--- src/rtl/mire_pkg.sv ---
// mire_pkg: colour constants, pixel type and writer FSM states shared by the mire writer
package mire_pkg;
  typedef logic [23:0] rgb_t;
  localparam rgb_t WHITE = 24'hFFFFFF;
  localparam rgb_t BAR [8] = '{
    24'hFFFFFF, 24'hFFFF00, 24'h00FFFF, 24'h00FF00,
    24'hFF00FF, 24'hFF0000, 24'h0000FF, 24'h000000
  };
  typedef enum logic [1:0] {IDLE, BURST, PAUSE} mire_state_t;
endpackage

--- src/rtl/wshb_if.sv ---
// wshb_if: Wishbone bus shared by the frame-buffer masters, the arbiter and the SDRAM controller
interface wshb_if (
  input logic clk,
  input logic rst
);
  logic [31:0] adr;
  logic [31:0] dat_ms;
  logic [31:0] dat_sm;
  logic [3:0]  sel;
  logic        we;
  logic        cyc;
  logic        stb;
  logic        ack;
  logic [2:0]  cti;
  logic [1:0]  bte;
  modport master (input clk, rst, ack, dat_sm, output adr, dat_ms, sel, we, cyc, stb, cti, bte);
  modport slave (input clk, rst, adr, dat_ms, sel, we, cyc, stb, cti, bte, output ack, dat_sm);
endinterface

--- src/rtl/mire_pattern.sv ---
// mire_pattern: walks x/y/bar counters and registers the colour of the pixel about to be written
module mire_pattern
  import mire_pkg::*;
#(
  parameter int HDISP = 800,
  parameter int VDISP = 480,
  parameter int GRID  = 16
) (
  input  logic                    pixel_clk,
  input  logic                    pixel_rst,
  input  logic                    advance,
  input  logic [$clog2(GRID)-1:0] off,
  output rgb_t                    rgb,
  output logic                    last_pixel
);
  localparam int XW = $clog2(HDISP);
  localparam int YW = $clog2(VDISP);
  localparam int OW = $clog2(GRID);
  localparam int BARW = HDISP / 8;
  localparam int CW = BARW > 1 ? $clog2(BARW) : 1;
  logic [XW-1:0] x, nx;
  logic [YW-1:0] y, ny;
  logic [CW-1:0] col, ncol;
  logic [2:0] bar, nbar;
  logic x_end, y_end, col_end, grid, nlast;
  rgb_t nrgb;
  always_comb begin
    x_end = x == XW'(HDISP - 1);
    y_end = y == YW'(VDISP - 1);
    col_end = col == CW'(BARW - 1);
    nx = x_end ? '0 : x + XW'(1);
    ny = x_end ? (y_end ? '0 : y + YW'(1)) : y;
    ncol = x_end || col_end ? '0 : col + CW'(1);
    nbar = x_end ? 3'd0 : col_end ? bar + 3'd1 : bar;
    grid = OW'(nx[OW-1:0] + off) == '0 || ny[OW-1:0] == '0;
    nrgb = grid ? WHITE : BAR[nbar];
    nlast = nx == XW'(HDISP - 1) && ny == YW'(VDISP - 1);
  end
  always_ff @(posedge pixel_clk) begin
    if (pixel_rst) begin
      x <= '0;
      y <= '0;
      col <= '0;
      bar <= 3'd0;
      rgb <= WHITE;
      last_pixel <= 1'b0;
    end else if (advance) begin
      x <= nx;
      y <= ny;
      col <= ncol;
      bar <= nbar;
      rgb <= nrgb;
      last_pixel <= nlast;
    end
  end
endmodule

--- src/rtl/mire_writer.sv ---
// mire_writer: Wishbone burst writer filling the frame buffer with a grid/bar test pattern; MIRE_MOVING_EN scrolls the grid
module mire_writer
  import mire_pkg::*;
#(
  parameter int HDISP = 800,
  parameter int VDISP = 480,
  parameter int BURST = 64,
  parameter int GAP   = 16,
  parameter int GRID  = 16
) (
  wshb_if.master wshb_ifm,
  output logic   frame_done
);
  localparam int NPIX = HDISP * VDISP;
  localparam int PW = $clog2(NPIX);
  localparam int BW = $clog2(BURST);
  localparam int GW = $clog2(GAP + 1);
  localparam int OW = $clog2(GRID);
  mire_state_t state, nxt;
  logic [BW-1:0] bcnt, bcnt_d;
  logic [GW-1:0] gcnt;
  logic [PW-1:0] p, p_d;
  logic [OW-1:0] off;
  logic [2:0] cti, cti_d;
  logic cyc, accept, last_pixel;
  rgb_t rgb;
  logic unused_dat_sm;
  assign unused_dat_sm = ^wshb_ifm.dat_sm;
  assign accept = cyc & wshb_ifm.ack;
  always_comb begin
    nxt = state == mire_pkg::IDLE ? mire_pkg::BURST
        : state == mire_pkg::PAUSE ? (gcnt == GW'(GAP - 1) ? mire_pkg::BURST : mire_pkg::PAUSE)
        : accept && (bcnt == BW'(BURST - 1) || last_pixel) ? mire_pkg::PAUSE : mire_pkg::BURST;
    bcnt_d = nxt == mire_pkg::BURST && state != mire_pkg::BURST ? '0 : accept ? bcnt + BW'(1) : bcnt;
    p_d = accept ? (last_pixel ? '0 : p + PW'(1)) : p;
    cti_d = bcnt_d == BW'(BURST - 1) || p_d == PW'(NPIX - 1) ? 3'b111 : 3'b010;
  end
  // cyc is held low in the first BURST cycle after IDLE, giving the 2-cycle start latency
  always_ff @(posedge wshb_ifm.clk) begin
    if (wshb_ifm.rst) begin
      state <= mire_pkg::IDLE;
      bcnt <= '0;
      gcnt <= '0;
      p <= '0;
      cyc <= 1'b0;
      cti <= 3'b010;
      frame_done <= 1'b0;
    end else begin
      state <= nxt;
      bcnt <= bcnt_d;
      gcnt <= state == mire_pkg::PAUSE ? gcnt + GW'(1) : '0;
      p <= p_d;
      cyc <= nxt == mire_pkg::BURST && state != mire_pkg::IDLE;
      cti <= cti_d;
      frame_done <= accept && last_pixel;
    end
  end
`ifdef MIRE_MOVING_EN
  logic [10:0] frame_cnt;
  always_ff @(posedge wshb_ifm.clk) begin
    if (wshb_ifm.rst) frame_cnt <= '0;
    else if (accept && last_pixel) frame_cnt <= frame_cnt + 11'd1;
  end
  assign off = frame_cnt[OW-1:0];
`else
  assign off = '0;
`endif
  mire_pattern #(
    .HDISP(HDISP),
    .VDISP(VDISP),
    .GRID (GRID)
  ) u_pattern (
    .pixel_clk (wshb_ifm.clk),
    .pixel_rst (wshb_ifm.rst),
    .advance   (accept),
    .off       (off),
    .rgb       (rgb),
    .last_pixel(last_pixel)
  );
  assign wshb_ifm.cyc = cyc;
  assign wshb_ifm.stb = cyc;
  assign wshb_ifm.adr = 32'({p, 2'b00});
  assign wshb_ifm.dat_ms = {8'h00, rgb};
  assign wshb_ifm.sel = 4'hF;
  assign wshb_ifm.we = 1'b1;
  assign wshb_ifm.cti = cti;
  assign wshb_ifm.bte = 2'b00;
endmodule

--- src/flat_wrapper.sv ---
// flat-port wrapper written by rule: the top's interface ports become plain ports
module mire_writer_flat import mire_pkg::*;
#(
  parameter int HDISP = 800,
  parameter int VDISP = 480,
  parameter int BURST = 64,
  parameter int GAP   = 16,
  parameter int GRID  = 16
)
  (frame_done, clk, rst, wshb_ifm_ack, wshb_ifm_dat_sm, wshb_ifm_adr, wshb_ifm_dat_ms, wshb_ifm_sel, wshb_ifm_we, wshb_ifm_cyc, wshb_ifm_stb, wshb_ifm_cti, wshb_ifm_bte);
  wshb_if wshb_ifm_i (.clk(clk), .rst(rst));
  output logic frame_done;
  input wire logic clk;
  input wire logic rst;
  input wire logic [$bits(wshb_ifm_i.ack)-1:0] wshb_ifm_ack;
  input wire logic [$bits(wshb_ifm_i.dat_sm)-1:0] wshb_ifm_dat_sm;
  output wire logic [$bits(wshb_ifm_i.adr)-1:0] wshb_ifm_adr;
  output wire logic [$bits(wshb_ifm_i.dat_ms)-1:0] wshb_ifm_dat_ms;
  output wire logic [$bits(wshb_ifm_i.sel)-1:0] wshb_ifm_sel;
  output wire logic [$bits(wshb_ifm_i.we)-1:0] wshb_ifm_we;
  output wire logic [$bits(wshb_ifm_i.cyc)-1:0] wshb_ifm_cyc;
  output wire logic [$bits(wshb_ifm_i.stb)-1:0] wshb_ifm_stb;
  output wire logic [$bits(wshb_ifm_i.cti)-1:0] wshb_ifm_cti;
  output wire logic [$bits(wshb_ifm_i.bte)-1:0] wshb_ifm_bte;
  assign wshb_ifm_i.ack = wshb_ifm_ack;
  assign wshb_ifm_i.dat_sm = wshb_ifm_dat_sm;
  assign wshb_ifm_adr = wshb_ifm_i.adr;
  assign wshb_ifm_dat_ms = wshb_ifm_i.dat_ms;
  assign wshb_ifm_sel = wshb_ifm_i.sel;
  assign wshb_ifm_we = wshb_ifm_i.we;
  assign wshb_ifm_cyc = wshb_ifm_i.cyc;
  assign wshb_ifm_stb = wshb_ifm_i.stb;
  assign wshb_ifm_cti = wshb_ifm_i.cti;
  assign wshb_ifm_bte = wshb_ifm_i.bte;
  mire_writer #(.HDISP(HDISP), .VDISP(VDISP), .BURST(BURST), .GAP(GAP), .GRID(GRID)) u_core (.wshb_ifm(wshb_ifm_i), .frame_done(frame_done));
endmodule
--- config.mk ---
export PLATFORM = sky130hd
export DESIGN_NAME = mire_writer_flat
export DESIGN_NICKNAME = d
export VERILOG_FILES = /design/src/rtl/mire_pkg.sv /design/src/rtl/wshb_if.sv /design/src/rtl/mire_pattern.sv /design/src/rtl/mire_writer.sv /design/src/flat_wrapper.sv
export SDC_FILE = /design/constraint.sdc
export NUM_CORES = 1
export LEC_CHECK = 0
export ABC_AREA = 1
export BUFFER_PORTS_ARGS = -buffer_cell sky130_fd_sc_hd__buf_2
export CAP_MARGIN = 20
export CORE_MARGIN = 10
export CORE_UTILIZATION = 49
export DETAILED_ROUTE_END_ITERATION = 8
export PLACE_DENSITY_LB_ADDON = 0.15
export SETUP_SLACK_MARGIN = 0.05
export SYNTH_ARGS = -nofsm -noshare
export SYNTH_HDL_FRONTEND = slang
export SYNTH_HIERARCHICAL = 1
export SYNTH_SLANG_ARGS = --single-unit
--- constraint.sdc ---
create_clock -name clk -period 2.01 [get_ports clk]
set_input_delay 0.402 -clock clk [delete_from_list [all_inputs] [get_ports clk]]
set_output_delay 0.402 -clock clk [all_outputs]
set_load 0.005 [all_outputs]
=== Yosys cells after proc, flatten, opt, wreduce, memory -nomap -nowiden ===
Memory sizes are Yosys's and may differ from the RTL's.
Cells that the tools add are included.
Widths: inputs -> output; s select.

* Register bits after elaboration: 91
* Bits in read-only memories: 192
* Input port bits: 35
* Output and inout bits: 77
* Memories: 1

{| class="wikitable"
|+ Memory list
! memory !! depth !! width !! rd ports !! clocked after memory_dff !! write ports !! RTL line !! RTL
|-
| (no name shown) || 8 || 24 || 1 || 0 || 0 || mire_pattern.sv:36 || <nowiki>nrgb = grid ? WHITE : BAR[nbar];</nowiki>
|}

* Add/sub/neg operators: 7
* Order comparisons: 1
* Eq/ne operators: 12
* Multiplexer cells: 18
* Bitwise gates (word level): 3
* Reduce and logical (&&, ||, !) cells: 14

{| class="wikitable"
|+ Operators by type and width
! cell !! count
|-
| $mux 24 || 3
|-
| $mux 19 || 2
|-
| $eq 10x10->1 const B || 2
|-
| $add 19x1->19 const B || 1
|-
| $eq 19x19->1 const B || 1
|-
| $eq 9x9->1 const B || 2
|-
| $mux 9 || 2
|-
| $eq 6x6->1 const B || 2
|-
| $mux 6 || 2
|-
| $add 10x1->10 const B || 1
|-
| $mux 10 || 1
|-
| $add 9x1->9 const B || 1
|-
| $mux 3 || 3
|-
| $logic_not 4->1 || 2
|-
| $mux 2 || 4
|-
| $add 7x1->7 const B || 1
|-
| $eq 7x7->1 const B || 1
|-
| $mux 7 || 1
|-
| $add 6x1->6 const B || 1
|-
| $add 5x1->5 const B || 1
|-
| $eq 5x4->1 const B || 1
|-
| $logic_and 1x1->1 || 5
|-
| $ge 4x4->1 const B || 1
|-
| $logic_or 1x1->1 || 4
|-
| other kinds (10) || 10
|}

=== Depth between registers and ports, before layout ===
Gate-level depths: netlist (run 1).

* Depth after elaboration: 12
* Mapped depth: 17
* Mapped depth without buffers: 16

=== Hierarchy ===
Netlist (run 1), hierarchy kept.

{| class="wikitable"
|+ By module, submodules not included
! module !! instances !! cells each !! area each (um^2)
|-
| mire_pattern || 1 || 346 || 2257.2
|-
| mire_writer || 1 || 314 || 2098.3
|}

=== Least setup slack after synthesis (run 1) ===
OpenSTA, ideal clock, no wires.

* Path type: reg-to-reg
* Start point: register u_core.u_pattern.x[0]
* End point: register u_core.u_pattern.rgb[15]
* Data arrival time: 1931 ps
* Data required time: 1949 ps
* Path slack: 17 ps
* Stages on the path, launching flop included: 14
* Clock period less this slack: 1993 ps
* Cells stage by stage: dfxtp_1 ha_1 nand2_2 nor2_8 inv_4 nor2_4 buf_6 nor2_1 ha_1 nor3_1 nand2_1 nand3b_1 o21ai_1 nand2_1

{| class="wikitable"
|+ RTL lines
! what !! RTL line !! RTL
|-
| start: declaration || mire_pattern.sv:21 || <nowiki>logic [XW-1:0] x, nx;</nowiki>
|-
| start signal: assignment || mire_pattern.sv:48 || <nowiki>x <= nx;</nowiki>
|-
| $add 10x1->10 or $eq 10x10->1 (tied branches) || mire_pattern.sv:31, mire_pattern.sv:28 ||
|-
| $mux 10 (*) || mire_pattern.sv:31 || <nowiki>nx = x_end ? '0 : x + XW'(1);</nowiki>
|-
| named net u_core.u_pattern.nx[0] || mire_pattern.sv:21 ||
|-
| $logic_not 4->1 (*) || mire_pattern.sv:35 || <nowiki>grid = OW'(nx[OW-1:0] + off) == '0 || ny[OW-1:0] == '0;</nowiki>
|-
| $logic_or 1x1->1 (*) || mire_pattern.sv:35 ||
|-
| $mux 24 (*) || mire_pattern.sv:36 ||
|-
| end signal: assignment || mire_pattern.sv:52 || <nowiki>rgb <= nrgb;</nowiki>
|-
| end: declaration || mire_pattern.sv:13 || <nowiki>output rgb_t rgb,</nowiki>
|}

Mark *: on every way through the listed nets, which the timed path passes. The rest lies on a longest branch. The select of a mux whose other input is x is not followed.
A chain may end at the register's enable or synchronous reset.

=== Worst setup path after layout (run 1) ===
* Start point: register u_core.u_pattern.x[1]
* End point: register u_core.u_pattern.rgb[22]

* Cells in the longest elaborated chain, start to end: 7

{| class="wikitable"
|+ RTL lines
! what !! RTL line !! RTL
|-
| $eq 10x10->1 || mire_pattern.sv:28 || <nowiki>x_end = x == XW'(HDISP - 1);</nowiki>
|-
| $mux 3 || mire_pattern.sv:34 || <nowiki>nbar = x_end ? 3'd0 : col_end ? bar + 3'd1 : bar;</nowiki>
|-
| $not 3->4 (not written as such) || mire_pattern.sv:36 ||
|-
| $mem_v2 8x24 || - ||
|-
| $mux 24 (not written as such) (2 in series) || mire_pattern.sv:36 ||
|-
| $mux 24 (*) || mire_pattern.sv:36 ||
|}

Every way passes the cells marked *; elsewhere a longest branch is shown, timed or not. The select of a mux whose other input is x is not followed.

==> reports/metrics.cfg, run 1 <==
[floorplanning]
num_rows=34
start_util=0.502
core-area_um2=8680
ios=112
die-height_um=114
dieArea_um2=13100
die_x_um=114

[cts]
clock-sinks=68
clk_latency_ns=0.36
path_clk_slew_ns=0.08
numCtsBuffers=9
cts_buffer_depth=2
cts_root_buf=clkbuf_8
holdBufCountCts=0
htree_levels=3
cts_tree=yes

[yosys]
ys_seq_elements=68
avgSynthCellArea_um2=6.60
ys_seq_area_frac=0.313
synth_top_cell_area_share=0.313
yosys-top-cells-area=dfxtp_1 (31%), nand2_1 (14%), buf_4 (9.3%)
synth-edff-count=0
yosysWarnings=6
synthXorXnorAreaFrac=0.0221
synth_fa_ha_area_frac=0.0391
netlist_instances=660
synthFlopType=dfxtp_1
synth_compound_area_frac=0.0868
netlist-cell-type-count=40
synth_top_area_cell=dfxtp_1
async_reset_ff_frac=0
synth-simple-area-share=0.370
synth_top_family_by_area=simple AND/OR/NAND/NOR gates
synthMuxAreaShare=0
netlist_area_um2=4360

[global_routing]
grt_max_degree=35
antenna_found_initial=0
grt_pass1_wl_um=17100
overflow=0
grt_pass1_vias=3775
track_usage=0.153

[cells_and_area]
nNetsFinal=757
post-route-cell-area_um2=4820
drive_above_1_share=0.186
antenna_cells=0
syn_to_final_growth_pct=10.7

[setup_path]
critPathArrivalTime_ns=2.06
path_delay_family=adder cells
endpoint_kind=flop
cpMaxStageDelayCell=fa_1
cp-start-kind=flop
worst_path_most_repeated_cell=nand2_1
cp_max_fo=5
critPathKind=reg -> reg
crit_required_ns=2.26
path_buf_inv=1
max_stage_delay_ns=0.48
path_cells=buf_4 > ha_1 > fa_1 > nand2_1 > nor3_2 > nand2_1 > nand3b_1 > o21ai_1 > nand2_1

[timing]
hold_violations=0
fmax_mhz=550
tns_ns=0
post-route-period-util=0.904
setup_viol=0
maxSlewViolCount=0
clock_skew_ns=0.0144
rsz0062_at_grt=false
period_minus_slack_ns=1.82

[drt]
viasPerCell=4.91
ant_nets=0
routedWlPerCell_um=12.1
first_pass_iters=5
drtIter0Drc=193
via_count=4037
drc=0
wl_um=9970

[placement]
place_area_um2=4540
place.gp.congestion=0.885
portBuffers=50
place_hpwl_um=7560

[status]
run_status=complete, no violations

[pwr]
cellLeakagePower_nw=2.19
vdd_ir_drop_max_uv=368
power_density_nw_per_um2=585

[flow_run]
drv_cap=0

[worst_hold_path]
hp-class=in -> reg

worst register-to-register path, delay by kind of cell (launching register included):
family	cells	cell delay, ns
buf+inv	1	0.15
simple gates	5	0.35
compound gates	1	0.07
fa+ha+maj	2	0.81
flops	1	0.34
through the flow:
stage | setup WS (ns) | hold slack (ns) | std cells | total power, mW | utilization
6_report | 0.192 | 0.394 | 822 | 2.82 | 0.556
5_1_grt | 0.0396 | 0.424 | 822 | 2.94 | 0.556
4_1_cts | 0.0688 | 0.390 | 818 | 2.84 | 0.548
3_5_place_dp | 0.0966 | 0.441 | 802 | 1.63 | 0.524
3_3_place_gp | 0.0973 | 0.433 | 802 | 1.63 | 0.524
2_1_floorplan | 0.0731 | 0.418 | 692 | 1.62 | -
timing repair:
item | 4_1_cts | 5_1_grt
endpoints found under the setup margin | 0 | 5
buffers inserted | 0 | 4
gates resized for setup | 0 | 11
cell usage in the layout (no fill, tap or decap), types with 2 or more instances in the layout:
master / n
a211oi_1: 5
a21oi_1: 25
a21oi_2: 2
buf_2: 50
buf_4: 21
clkbuf_8: 11
clkinvlp_4: 2
conb_1: 34
dfxtp_1: 65
dfxtp_2: 2
ha_1: 11
inv_1: 63
inv_2: 4
inv_4: 2
nand2_1: 160
nand2_2: 9
nand2_4: 3
nand3_1: 43
nand3_2: 2
nand3b_1: 3
nand4_1: 9
nor2_1: 106
nor2_2: 10
nor2_4: 5
nor3_1: 11
o211ai_1: 3
o21ai_0: 15
o21ai_1: 5
o21bai_1: 6
xnor2_1: 3
xor2_1: 8
cell type report:
cell class	instances	area [um2]
clock inverter	5	58.8
sequential	68	1370
clock buffer	11	151
timing repair buffer	72	428
inverter	69	264
multi-input combinational	489	2420
fill	877	3860
tap	108	135
path summary, 6_finish.rpt:
kind	slack, ns	cells past startpoint	endpoint	from
min reg2reg	0.45	1	u_core/gcnt[0]$_SDFF_PP0_	u_core/gcnt[0]$_SDFF_PP0_
max	0.19	9	u_core/u_pattern/rgb[22]$_SDFFE_PP1P_	u_core/u_pattern/x[1]$_SDFFE_PP0P_
max reg2reg	0.19	9	u_core/u_pattern/rgb[22]$_SDFFE_PP1P_	u_core/u_pattern/x[1]$_SDFFE_PP0P_
min	0.39	4	u_core/p[1]$_SDFF_PP0_	rst
flip-flops by register name, summed over array words and instances (netlist names), 2 cells and up:
name	count
u_core/u_pattern/rgb	3
u_core/state	2
u_core/bcnt	6
u_core/u_pattern/col	7
u_core/u_pattern/bar	3
u_core/gcnt	5
u_core/p	19
u_core/u_pattern/x	10
u_core/u_pattern/y	9
routing by layer:
| metal | vias up | routed length (um) | track usage | part of all wire |
|---|---|---|---|---|
| met5 | - | 0 | 0 | 0 |
| met4 | 0 | 127 | 0.0510 | 0.013 |
| met3 | 15 | 710 | 0.0388 | 0.071 |
| met2 | 115 | 4450 | 0.248 | 0.45 |
| met1 | 1801 | 4680 | 0.194 | 0.47 |
| li1 | 2106 | - | - | - |
synthesized netlist by cell type, types with 2 or more instances:
cell,instances
o21bai_1,6
inv_1,63
nand3_1,43
buf_2,2
nand4_1,9
xor2_1,8
a21oi_1,25
nand2_1,162
nor2_1,108
inv_2,5
nor3_1,12
nand2_2,8
nor2_2,8
conb_1,2
o211ai_1,3
nand3b_1,3
ha_1,12
nand2_4,2
o21ai_0,15
a211oi_1,5
clkbuf_1,7
buf_6,2
nor2_4,5
o21ai_1,5
buf_4,54
xnor2_1,3
dfxtp_1,68
nand3_2,2
a21oi_2,2
power breakdown:
group | internal, mW | switching (mW)
Clock | 0.643 | 0.566
Combinational | 0.0751 | 0.143
Sequential | 1.37 | 0.0255
cell families (layout without fill, tap and decap cells):
logic type      after synthesis  count (layout)
compound gates               65              65
simple gates                366             366
fa+ha+maj                    13              13
buf+inv                     135             157
flops                        68              68
xor+xnor                     11              11
other cells                   2              34
(Power assumes the default switching activity.)
==> inputs of run 2 (changes only) <==
--- a/config.mk
+++ b/config.mk
@@ -9,7 +9,7 @@
 export BUFFER_PORTS_ARGS = -buffer_cell sky130_fd_sc_hd__buf_2
 export CAP_MARGIN = 20
 export CORE_MARGIN = 10
-export CORE_UTILIZATION = 49
+export CORE_UTILIZATION = 58
 export DETAILED_ROUTE_END_ITERATION = 8
 export PLACE_DENSITY_LB_ADDON = 0.15
 export SETUP_SLACK_MARGIN = 0.05
==> constraint.sdc (replaced) <==
create_clock -name clk -period 2.19 [get_ports clk]
set_input_delay 0.438 -clock clk [delete_from_list [all_inputs] [get_ports clk]]
set_output_delay 0.438 -clock clk [all_outputs]
set_load 0.005 [all_outputs]
==> run 2 against run 1 <==
Net effect:
- final cell count decreased by 1.9%
- critical path depth increased by 3
- register-to-register slack hardly changed
- sequential share of layout area rose by 0.46 points
- combinational power down 14%
- via count increased by 1.9%
- critical path type unchanged
- critical endpoint unchanged
- largest power group unchanged
==> reports/metrics.cfg, run 2 (synthesized netlist as in run 1, its figures left out) <==
[global_routing]
grt_pass1_vias=3728
track_usage=0.172
grt_max_degree=26
grt_pass1_wl_um=16600
antenna_found_initial=0
overflow=0

[cts]
holdBufCountCts=0
clock-sinks=68
cts_tree=yes
numCtsBuffers=9
cts_root_buf=clkbuf_8
cts_buffer_depth=2
path_clk_slew_ns=0.08
htree_levels=3
clk_latency_ns=0.34

[drt]
wl_um=10000
drc=0
ant_nets=0
routedWlPerCell_um=12.4
viasPerCell=5.10
via_count=4112
first_pass_iters=7
drtIter0Drc=201

[placement]
preCtsSetupSlack_ns=0.103
portBuffers=50
place_hpwl_um=7640
place.gp.congestion=0.888

[setup_path]
cpMaxStageDelayCell=dfxtp_2
critPathKind=reg -> reg
reg2reg_slack_ns=0.18
max_stage_delay_ns=0.38
worst_path_most_repeated_cell=nand2_1
reg2regPathDepth=12
critPathArrivalTime_ns=2.29
path_delay_family=simple AND/OR/NAND/NOR gates
endpoint_kind=flop
cp_max_fo=6
path_buf_inv=1
worstReg2RegEnd=u_core/u_pattern/rgb[22]$_SDFFE_PP1P_
regToRegStartpoint=u_core/u_pattern/x[1]$_SDFFE_PP0P_
crit_required_ns=2.47
cp-start-kind=flop
path_cells=ha_2 > nand2_2 > nor2_8 > inv_4 > nor2_4 > nor2_1 > ha_1 > nor3_1 > nand2_1 > nand3b_1 > o21ai_1 > nand2_1
setup.worst_path.start=u_core/u_pattern/x[1]$_SDFFE_PP0P_

[floorplanning]
num_rows=31
dieArea_um2=11400
start_util=0.597
ios=112
die-height_um=107
core-area_um2=7290
die_x_um=107

[cells_and_area]
top_regs=u_core/p x19, u_core/u_pattern/x x10, u_core/u_pattern/y x9
drive_above_1_share=0.165
final_cell_mix=nand2_1 (162), nor2_1 (108), dfxtp_1 (67), inv_1 (63), buf_2 (50)
syn_to_final_growth_pct=8.56
layout_commonest_cell=nand2_1
nNetsFinal=750
largest_reg_flops=19
antenna_cells=0
largest-register=u_core/p

[timing]
tns_ns=0
setup_slack_ns=0.181
setup_viol=0
period_minus_slack_ns=2.01
maxSlewViolCount=0
rsz0062_at_grt=false
post-route-period-util=0.917
hold_violations=0
fmax_mhz=498
clock_skew_ns=0.00707

[pwr]
power_density_nw_per_um2=555
vdd_ir_drop_max_uv=352
cellLeakagePower_nw=2.14

[flow_run]
drv_cap=0

[worst_hold_path]
hp-class=in -> reg
min_path_cells=2
hp-start=rst
min_to=u_core/u_pattern/last_pixel$_SDFFE_PP0P_

[status]
run_status=complete, no violations

run 2: cell types whose count changed in the layout (fill, tap and decap cells not counted), sizes merged:
| cell | delta |
|---|---|
| buf | -7 |
| bufinv | +1 |
| clkinvlp | -1 |
| inv | -1 |
| clkbuf | +1 |
run 2: report_power, final:
group | switching [mW] | leakage [nW] | internal, mW
combinational | 0.125 | 1.48 | 0.0619
clock | 0.483 | 0.107 | 0.672
sequential | 0.0245 | 0.551 | 1.26
run 2: layer usage:
metal | GRT usage | vias up | routed length, um | share of wire
li1 | - | 2097 | - | -
met1 | 0.197 | 1870 | 4280 | 0.43
met2 | 0.294 | 136 | 4690 | 0.47
met3 | 0.0659 | 9 | 927 | 0.093
met4 | 0.0406 | 0 | 105 | 0.010
met5 | 0 | - | 0 | 0
run 2: per-stage QoR:
stage          total power, mW  utilization  cell area, um2  instances  hold WS, ns
2_1_floorplan             1.48            -            4480        692        0.418
3_3_place_gp              1.48        0.617            4500        789        0.428
3_5_place_dp              1.49        0.617            4500        789        0.464
4_1_cts                   2.63        0.647            4720        805        0.425
5_1_grt                   2.74        0.648            4730        806        0.424
6_report                  2.62        0.648            4730        806        0.419
run 2: final cells by class:
class | instances | area [um2]
Timing Repair Buffer | 65 | 375
Clock buffer | 12 | 145
Tap cell | 99 | 124
Clock inverter | 4 | 72.6
Fill cell | 677 | 2560
Inverter | 69 | 262
Sequential cell | 68 | 1360
Multi-Input combinational cell | 489 | 2390
run 2: repair_timing:
item / in CTS / in global routing
buffers inserted: 0 / 1
endpoints found under the setup margin: 0 / 4
resized for setup: 0 / 2
hold endpoints to repair: 0 / 0
run 2: worst max path at each step:
stage / depth (start not counted) / endpoint / slack [ns]
after global placement: 12 / u_core/u_pattern/rgb[15]$_SDFFE_PP1P_ / 0.16
after CTS: 12 / u_core/u_pattern/rgb[22]$_SDFFE_PP1P_ / 0.07
after global routing: 15 / u_core/u_pattern/rgb[22]$_SDFFE_PP1P_ / 0.05
after floorplan: 13 / u_core/u_pattern/rgb[15]$_SDFFE_PP1P_ / 0.20
after detailed placement: 12 / u_core/u_pattern/rgb[22]$_SDFFE_PP1P_ / 0.10
final: 12 / u_core/u_pattern/rgb[22]$_SDFFE_PP1P_ / 0.18
==> inputs of run 3 (changes only) <==
--- a/config.mk
+++ b/config.mk
@@ -5,13 +5,13 @@
 export SDC_FILE = /design/constraint.sdc
 export NUM_CORES = 1
 export LEC_CHECK = 0
-export ABC_AREA = 1
+export ABC_AREA = 0
 export BUFFER_PORTS_ARGS = -buffer_cell sky130_fd_sc_hd__buf_2
 export CAP_MARGIN = 20
 export CORE_MARGIN = 10
-export CORE_UTILIZATION = 58
+export CORE_UTILIZATION = 57
 export DETAILED_ROUTE_END_ITERATION = 8
-export PLACE_DENSITY_LB_ADDON = 0.15
+export PLACE_DENSITY_LB_ADDON = 0.1
 export SETUP_SLACK_MARGIN = 0.05
 export SYNTH_ARGS = -nofsm -noshare
 export SYNTH_HDL_FRONTEND = slang
==> run 3 against run 2 <==
Net effect:
- worst hold slack lost 0.033 ns
- utilization grew 2.2 points
- global-route usage down 0.44 points
- largest power group unchanged
- highest routed layer unchanged
==> reports/metrics.cfg, run 3 <==
[global_routing]
overflow=0
grt_pass1_wl_um=16000
grt_pass1_vias=3463
track_usage=0.167
grt_max_degree=22
antenna_found_initial=0

[floorplanning]
ios=112
num_rows=31
die-height_um=105
dieArea_um2=11100
core-area_um2=7180
start_util=0.578
die_x_um=105

[cells_and_area]
nNetsFinal=628
top_regs=u_core/p x19, u_core/u_pattern/x x10, u_core/u_pattern/y x9
final_cell_mix=nor2_1 (71), dfxtp_1 (64), buf_2 (50), buf_4 (48), nand2_1 (39)
syn_to_final_growth_pct=16.0
post-route-cell-area_um2=4810
largest-register=u_core/p
antenna_cells=0
layout_commonest_cell=nor2_1
largest_reg_flops=19
drive_above_1_share=0.244

[setup_path]
cpMaxStageDelayCell=or4_4
cp-start-kind=flop
cp_max_fo=2
max_stage_delay_ns=0.49
path_cells=ha_2 > and3_1 > ha_2 > nor2b_2 > o21ai_1 > or4_4 > or4_4 > o31ai_1
endpoint_kind=flop
critPathArrivalTime_ns=2.39
crit_required_ns=2.45
critPathKind=reg -> reg

[yosys]
synthFlopType=dfxtp_1
yosysWarnings=6
netlist_instances=510
ys_seq_area_frac=0.328
netlist-cell-type-count=57
synth_top_cell_area_share=0.328
yosys-top-cells-area=dfxtp_1 (33%), buf_4 (10%), nor2_1 (6.5%)
synth-edff-count=0
avgSynthCellArea_um2=8.13
synth_top_area_cell=dfxtp_1
async_reset_ff_frac=0
synthTopCellsByCount=nor2_1 (72), dfxtp_1 (68), buf_4 (58), nand2_1 (39), xor2_1 (26)
synthMostInstantiatedCell=nor2_1
ys_seq_elements=68
netlist_area_um2=4150

[pwr]
finalPower_mw=2.51
vdd_ir_drop_max_uv=294
power_density_nw_per_um2=521
cellLeakagePower_nw=1.98

[timing]
whs_ns=0.387
clock_skew_ns=0.0143
hold_violations=0
maxSlewViolCount=0
slew_headroom=0.625
rsz0062_at_grt=true
setup_slack_ns=0.0620
setup_viol=0
post-route-period-util=0.972
fmax_mhz=470
period_minus_slack_ns=2.13
worstMarginPinSlew_ns=0.561
tns_ns=0

[placement]
place_hpwl_um=6890
preCtsSetupSlack_ns=0.0456
place.gp.congestion=0.871
portBuffers=50
place_area_um2=4480

[flow_run]
drv_cap=0

[cts]
cts_tree=yes
clock-sinks=68
numCtsBuffers=9
htree_levels=3
holdBufCountCts=0
clk_latency_ns=0.35
cts_buffer_depth=2
path_clk_slew_ns=0.07
cts_root_buf=clkbuf_8

[worst_hold_path]
hp-class=in -> reg

[drt]
via_count=3621
drtIter0Drc=266
viasPerCell=5.29
wl_um=9500
first_pass_iters=5
routedWlPerCell_um=13.9
drc=0
ant_nets=0

[status]
run_status=complete, no violations

## run 3: area by class of cell
cell class | instances | area [um2]
clock buffers | 10 | 128
clock inverters | 6 | 88.8
fillers | 636 | 2360
inverters | 13 | 48.8
multi-input cells | 388 | 2420
flip-flops and latches | 68 | 1370
well taps | 99 | 124
repair buffers | 100 | 633
## run 3: where the power goes
part	total, mW	switching, mW	leakage, nW	internal, mW
clock	1.13	0.490	0.102	0.641
sequential	1.25	0.00653	0.551	1.24
combinational	0.125	0.0793	1.33	0.0455
## run 3: path summary, 6_finish.rpt
| kind | start | to | slack (ns) | cells after the start |
|---|---|---|---|---|
| setup / recovery | u_core/gcnt[0]$_SDFF_PP0_ | u_core/wshb_ifm.cti[0]$_SDFF_PP0_ | 0.06 | 8 |
| hold / removal | rst | u_core/state[1]$_SDFF_PP0_ | 0.39 | 2 |
| setup reg to reg | u_core/gcnt[0]$_SDFF_PP0_ | u_core/wshb_ifm.cti[0]$_SDFF_PP0_ | 0.06 | 8 |
| hold reg to reg | u_core/u_pattern/col[1]$_SDFFE_PP0P_ | u_core/u_pattern/col[1]$_SDFFE_PP0P_ | 0.50 | 2 |
## run 3: cell families after synthesis
kind of cell,share of synthesized area
compound gates,0.102
xor+xnor,0.103
fa+ha+maj,0.0410
buf+inv,0.133
flops,0.328
mux,0.0193
other cells,0.00181
simple gates,0.271
## run 3: what timing repair did
action,in CTS,in global routing
resized for setup,4,21
setup buffers,0,5
setup endpoints to repair,4,9
pin swaps,0,9
## run 3: worst max-delay path, delay by kind of cell (launching register included)
kind,cells,cell delay [ns]
simple gates,4,1.21
fa+ha+maj,2,0.36
flops,1,0.33
compound gates,2,0.15
## run 3: through the flow
stage               std cells  utilization
global route              684        0.671
finish                    684        0.671
floorplan                 542            -
CTS                       679        0.656
detailed placement        663        0.625
global placement          663        0.625
## run 3: metal layers
layer,vias to the layer above,track usage,share of wire
li1,1813,-,-
met1,1651,0.193,0.43
met2,146,0.275,0.46
met3,11,0.0719,0.10
met4,0,0.0500,0.010
met5,-,0,0
